**src/rtl/fetch_unit.sv**
```systemverilog
`default_nettype none
// ============================================================================
// Module   : fetch_unit
// Purpose  : RV32I instruction-fetch stage. Owns the PC, issues one request
//            at a time to instruction memory over ready/valid, loads fetched
//            words into the IF/ID register, handles stall, flush, and discards
//            an in-flight response when the PC is redirected.
// Options  : FETCH_PERF_EN adds saturating fetchCount/dropCount outputs.
// Revision : 1.0 - initial release
// ============================================================================
module fetch_unit #(
  parameter logic [31:0] RESET_PC  = 32'h0000_0000,
  parameter logic [31:0] NOP_INSTR = 32'h0000_0013
) (
  input  logic        clk,
  input  logic        rst_n,
  input  logic [31:0] pcNext,
  input  logic [1:0]  pcSrc,
  input  logic        stallD,
  input  logic        flushD,
  output logic        imemReq,
  output logic [31:0] imemAddr,
  input  logic        imemReady,
  input  logic        imemRvalid,
  input  logic [31:0] imemRdata,
  output logic [31:0] pcF,
  output logic [31:0] pcPlus4F,
  output logic [31:0] instrD,
  output logic [31:0] pcD,
  output logic [31:0] pcPlus4D,
`ifdef FETCH_PERF_EN
  output logic [31:0] fetchCount,
  output logic [31:0] dropCount,
`endif
  output logic        validD
);

  // S_REQ : request presented at pcF
  // S_WAIT: request accepted, waiting for the word
  // S_HOLD: word arrived while decode was stalled; parked in hold register
  // S_DROP: response still in flight for a PC that has been redirected away
  typedef enum logic [1:0] {
    S_REQ  = 2'd0,
    S_WAIT = 2'd1,
    S_HOLD = 2'd2,
    S_DROP = 2'd3
  } state_t;

  state_t      state_q, state_d;
  logic [31:0] pc_q, pc_d;
  logic [31:0] hold_q, hold_d;
  logic [31:0] instr_q, instr_d;
  logic [31:0] pcD_q, pcD_d;
  logic [31:0] pcp4D_q, pcp4D_d;
  logic        valid_q, valid_d;

  logic        redirect;
  logic [31:0] pc_plus4;
  logic        load;        // a fetched word is delivered to IF/ID this cycle
  logic [31:0] load_instr;  // the word being delivered
  logic        drop;        // a response is being discarded this cycle

  assign redirect = (pcSrc != 2'b00);
  assign pc_plus4 = pc_q + 32'd4;

  assign imemReq  = rst_n && (state_q == S_REQ);
  assign imemAddr = pc_q;
  assign pcF      = pc_q;
  assign pcPlus4F = pc_plus4;
  assign instrD   = instr_q;
  assign pcD      = pcD_q;
  assign pcPlus4D = pcp4D_q;
  assign validD   = valid_q;

  // Fetch FSM next-state, PC update and hold-register capture.
  always_comb begin
    state_d    = state_q;
    pc_d       = pc_q;
    hold_d     = hold_q;
    load       = 1'b0;
    load_instr = hold_q;
    drop       = 1'b0;
    case (state_q)
      S_REQ: begin
        if (redirect) begin
          pc_d = pcNext;
          // An accepted request for the old PC must have its response dropped.
          if (imemReady) state_d = S_DROP;
        end else if (imemReady) begin
          state_d = S_WAIT;
        end
      end
      S_WAIT: begin
        if (redirect) begin
          pc_d = pcNext;
          if (imemRvalid) begin
            drop    = 1'b1;
            state_d = S_REQ;
          end else begin
            state_d = S_DROP;
          end
        end else if (imemRvalid) begin
          if (!stallD) begin
            load       = 1'b1;
            load_instr = imemRdata;
            pc_d       = pc_plus4;
            state_d    = S_REQ;
          end else begin
            hold_d  = imemRdata;
            state_d = S_HOLD;
          end
        end
      end
      S_HOLD: begin
        if (redirect) begin
          pc_d    = pcNext;
          hold_d  = 32'd0;
          drop    = 1'b1;
          state_d = S_REQ;
        end else if (!stallD) begin
          load       = 1'b1;
          load_instr = hold_q;
          pc_d       = pc_plus4;
          state_d    = S_REQ;
        end
      end
      S_DROP: begin
        // A redirect only moves the PC; the stale response must still drain.
        if (redirect) pc_d = pcNext;
        if (imemRvalid) begin
          drop    = 1'b1;
          state_d = S_REQ;
        end
      end
      default: state_d = S_REQ;
    endcase
  end

  // IF/ID next value: redirect/flush > stall > load > bubble.
  always_comb begin
    instr_d = instr_q;
    pcD_d   = pcD_q;
    pcp4D_d = pcp4D_q;
    valid_d = valid_q;
    if (redirect || flushD) begin
      instr_d = NOP_INSTR;
      valid_d = 1'b0;
    end else if (stallD) begin
      instr_d = instr_q;
    end else if (load) begin
      instr_d = load_instr;
      pcD_d   = pc_q;
      pcp4D_d = pc_plus4;
      valid_d = 1'b1;
    end else begin
      instr_d = NOP_INSTR;
      valid_d = 1'b0;
    end
  end

  // FSM state, PC and hold register.
  always_ff @(posedge clk) begin
    if (!rst_n) begin
      state_q <= S_REQ;
      pc_q    <= RESET_PC;
      hold_q  <= 32'd0;
    end else begin
      state_q <= state_d;
      pc_q    <= pc_d;
      hold_q  <= hold_d;
    end
  end

  // IF/ID pipeline register.
  always_ff @(posedge clk) begin
    if (!rst_n) begin
      instr_q <= NOP_INSTR;
      pcD_q   <= 32'd0;
      pcp4D_q <= 32'd0;
      valid_q <= 1'b0;
    end else begin
      instr_q <= instr_d;
      pcD_q   <= pcD_d;
      pcp4D_q <= pcp4D_d;
      valid_q <= valid_d;
    end
  end

`ifdef FETCH_PERF_EN
  logic [31:0] fetchCnt_q, fetchCnt_d;
  logic [31:0] dropCnt_q, dropCnt_d;

  // Saturating event counters: real IF/ID loads and discarded responses.
  always_comb begin
    fetchCnt_d = fetchCnt_q;
    dropCnt_d  = dropCnt_q;
    if (load && !flushD && (fetchCnt_q != 32'hFFFF_FFFF)) fetchCnt_d = fetchCnt_q + 32'd1;
    if (drop && (dropCnt_q != 32'hFFFF_FFFF))             dropCnt_d  = dropCnt_q + 32'd1;
  end

  // Counter registers.
  always_ff @(posedge clk) begin
    if (!rst_n) begin
      fetchCnt_q <= 32'd0;
      dropCnt_q  <= 32'd0;
    end else begin
      fetchCnt_q <= fetchCnt_d;
      dropCnt_q  <= dropCnt_d;
    end
  end

  assign fetchCount = fetchCnt_q;
  assign dropCount  = dropCnt_q;
`endif

endmodule
`default_nettype wire

```
**config.mk**
```make
export PLATFORM = sky130hd
export DESIGN_NAME = fetch_unit
export DESIGN_NICKNAME = d
export VERILOG_FILES = /design/src/rtl/fetch_unit.sv
export SDC_FILE = /design/constraint.sdc
export NUM_CORES = 1
export LEC_CHECK = 0
export BUFFER_PORTS_ARGS = -buffer_cell sky130_fd_sc_hd__buf_2
export CAP_MARGIN = 0
export CORE_ASPECT_RATIO = 0.7
export CORE_MARGIN = 2
export CORE_UTILIZATION = 50
export CTS_CLUSTER_DIAMETER = 50
export DETAILED_ROUTE_END_ITERATION = 6
export GPL_TIMING_DRIVEN = 0
export PLACE_DENSITY = 0.8
export SLEW_MARGIN = 20
export SYNTH_ARGS = -nofsm -noshare
export SYNTH_HDL_FRONTEND = slang
export SYNTH_SLANG_ARGS = --single-unit
```
**constraint.sdc**
```tcl
create_clock -name clk -period 4.4 [get_ports clk]
set_clock_uncertainty 0.15 [all_clocks]
set_input_delay 0.88 -clock clk [delete_from_list [all_inputs] [get_ports clk]]
set_output_delay 0.88 -clock clk [all_outputs]
set_load 0.005 [all_outputs]
```
==> impl_metrics.env <==
export IMPL_p_int_w=0.00286
export IMPL_drc=2
export IMPL_cp_num_buf_inv=1
export IMPL_cts_tree="done"
export IMPL_htree_num_levels=4
export IMPL_worst_slack_ps=151
export IMPL_end_kind="output pin"
export IMPL_nNetsFinal=1295
export IMPL_multi_input_area_sq_um=3880
export IMPL_drv_slew=0
export IMPL_area_growth_pct=27.8
export IMPL_outcome="complete, but fails checks"
export IMPL_post_cts_buffers=0
export IMPL_synthSimpleGateAreaFrac=0.228
export IMPL_grt_pass1_vias=7609
export IMPL_combPwrFrac=0.248
export IMPL_antenna_found_initial=1
export IMPL_clockRootBuffer="clkbuf_16"
export IMPL_drv_cap=0
export IMPL_fp_dieArea_sq_um=16600
export IMPL_fmax_ghz=0.235
export IMPL_clockBufferDepth=2
export IMPL_tns_ps=0
export IMPL_dp_hpwl_mm=19.9
export IMPL_clk_pin_slew_worst_paths_ps=60
export IMPL_synth_seq_area_share=0.413
export IMPL_yosysTopAreaCell="dfxtp_1"
export IMPL_slew_headroom=0.296
export IMPL_dieHeight_microns=109
export IMPL_rows=38
export IMPL_gr_total_overflow=0
export IMPL_critPathLaunch="imemAddr[2]"
export IMPL_cp_start_kind="flop"
export IMPL_gp_congestion=0.971
export IMPL_grt_max_degree=17
export IMPL_synth_ff_type="dfxtp_1"
export IMPL_synthArstFlopShare=0
export IMPL_postCtsHoldBufs=0
export IMPL_yosys_warnings=0
export IMPL_leakage_nw=4.34
export IMPL_rsz0062_at_grt="no"
export IMPL_seqCellArea_sq_um=3220
export IMPL_globalRouteTotalUtil=0.320
export IMPL_clkPwrFrac=0.367
export IMPL_tightest_slew_ps=1050
export IMPL_synth_edf_count=0
export IMPL_power_density_nw_per_um2=420
export IMPL_synthAdderAreaFrac=0.00962
export IMPL_syn_nets=1012
export IMPL_grt_pass1_wl_mm=41.6
export IMPL_worstPathCellList="ha_1 > nand3_2 > nor4_4 > nand4_1 > xnor2_1 > buf_2"
export IMPL_synth_top_cell_area_share=0.413
export IMPL_synth_compound_area_frac=0.187
export IMPL_routed_wl_mm=27.4
export IMPL_timing_rr_start="state_q[0]"
export IMPL_path_class="reg -> out"
export IMPL_cts_buffers=17
export IMPL_path_delay_family="simple AND/OR/NAND/NOR gates"
export IMPL_start_util=0.508
export IMPL_die_width_microns=153
export IMPL_hold_class="reg -> reg"
export IMPL_min_from="pcD[28]"
export IMPL_crit_arrival_ps=3220
export IMPL_ys_types=68
export IMPL_via_per_inst=5.69
export IMPL_insertion_delay_ps=440
export IMPL_fp_coreArea_sq_um=15400
export IMPL_final_cell_mix="buf_2, dfxtp_1, nand2_1"
export IMPL_crit_slowest_cell="nor4_4"
export IMPL_swShare=0.318
export IMPL_placed_cell_area_sq_um=9380
export IMPL_syn_area_sq_um=7800
export IMPL_synth_top_family_by_area="simple AND/OR/NAND/NOR gates"
export IMPL_fin_hold_ws_ps=300
export IMPL_route_detailed_wl_per_inst_microns=19.2
export IMPL_syn_avg_cell_area_sq_um=8.35
export IMPL_synth_seq_cells=161
export IMPL_fin_area_sq_um=9970
export IMPL_clock_sinks=161
export IMPL_required_ps=3370
export IMPL_synthMuxAreaShare=0.0412
export IMPL_postRouteAntennaNets=0
export IMPL_final_common_cell="buf_2"
export IMPL_ir_drop_v=0.000284
export IMPL_setup_viol=0
export IMPL_final_layout_size_suffix_gt1_frac=0.308
export IMPL_switchingPower_w=0.00133
export IMPL_max_stage_delay_ps=740
export IMPL_min_period_ps=4250
export IMPL_ys_top_cells_by_area="dfxtp_1, nand2_1, a21oi_1"
export IMPL_cp_max_fo=10
export IMPL_violations="design-rule violations"
export IMPL_pwr_share_seq=0.385
export IMPL_cts_resized=0
export IMPL_synth_xor_xnor_area_share=0.0314
export IMPL_finalHoldViolations=0
export IMPL_io_buffers=264
export IMPL_post_route_period_util=0.966
export IMPL_vias=8143
export IMPL_drtIter0Drc=941
export IMPL_fillers=1325
export IMPL_synth_cells=934
export IMPL_dr_pass1_iters=7
export IMPL_ios=266
export IMPL_place_ws_ps=727
[Yosys cell counts (all sizes together), types with 2 or more instances]
master and instances:
nor4 10, nand4 13, a21oi 86, o21ai 43, a31oi 9, or3 5
a22oi 6, nand2b 3, ha 6, o32ai 2, nor2 100, nor3 17
mux2i 31, dfxtp 161, a2bb2oi 30, nand3 14, buf 53, a32o 4
o22ai 6, a211oi 5, o211a 3, a22o 5, and3 5, xor2 13
nand3b 33, or4 3, nand2 146, o221ai 2, clkbuf 60, and2 4
o21ba 13, a21o 2, inv 8, xnor2 15
[layout make-up]
cell class                      instances  area share
Sequential cell                       161       0.323
Tap cell                              200      0.0251
Clock buffer                           19      0.0434
Antenna cell                            1    0.000251
Clock inverter                         12      0.0159
Multi-Input combinational cell        652       0.389
Timing Repair Buffer                  264       0.133
Inverter                                8     0.00301
Buffer                                113      0.0673
[power groups by stage]
| stage | clock network [W] | registers, W | logic (W) |
|---|---|---|---|
| 2_1_floorplan | 0 | 0.00162 | 0.000634 |
| 3_3_place_gp | 0 | 0.00164 | 0.000986 |
| 3_5_place_dp | 0 | 0.00164 | 0.00100 |
| 4_1_cts | 0.00153 | 0.00161 | 0.00101 |
| 5_1_grt | 0.00160 | 0.00162 | 0.00111 |
| 6_report | 0.00154 | 0.00161 | 0.00104 |
[worst paths after layout]
check,slack (ps),cells after the start,to
max,150,6,pcPlus4F[20]
min,300,2,pcD[28]
max reg2reg,1350,7,imemAddr[11]
min reg2reg,300,2,pcD[28]
[registers in the layout, indices dropped and copies added, names as in the netlist]
register,cells
hold_q,32
imemAddr,32
instrD,32
pcD,32
pcPlus4D,30
state_q,2
validD,1
[kinds of logic after synthesis]
kind of cell	after synthesis
multiplexers	32
flip-flops	161
AND/OR/NAND/NOR	361
XOR/XNOR	28
adder cells (fa/ha/maj)	6
buffers and inverters	121
AO/OA/AOI/OAI	225
[routing by layer]
| layer | track usage | vias to the layer above | routed length (microns) |
|---|---|---|---|
| met3 | 0.0922 | 43 | 3150 |
| li1 | - | 3784 | - |
| met5 | 0 | - | 0 |
| met4 | 0.0807 | 0 | 415 |
| met2 | 0.474 | 489 | 11600 |
| met1 | 0.459 | 3827 | 12200 |
[metrics by stage]
step	total power, W	std cells	utilization
finish	0.00419	1430	0.649
floorplan	0.00226	934	-
global placement	0.00263	1398	0.610
global route	0.00434	1429	0.649
CTS	0.00416	1429	0.649
detailed placement	0.00265	1398	0.611
[tightest hold or removal path: cells and delay by family, from the launching register on]
family,cells,cell delay (ps)
AND/OR/NAND/NOR,1,50
AO/OA/AOI/OAI,1,50
flip-flops,1,310
Note: power is estimated with default switching activity, not from simulation.
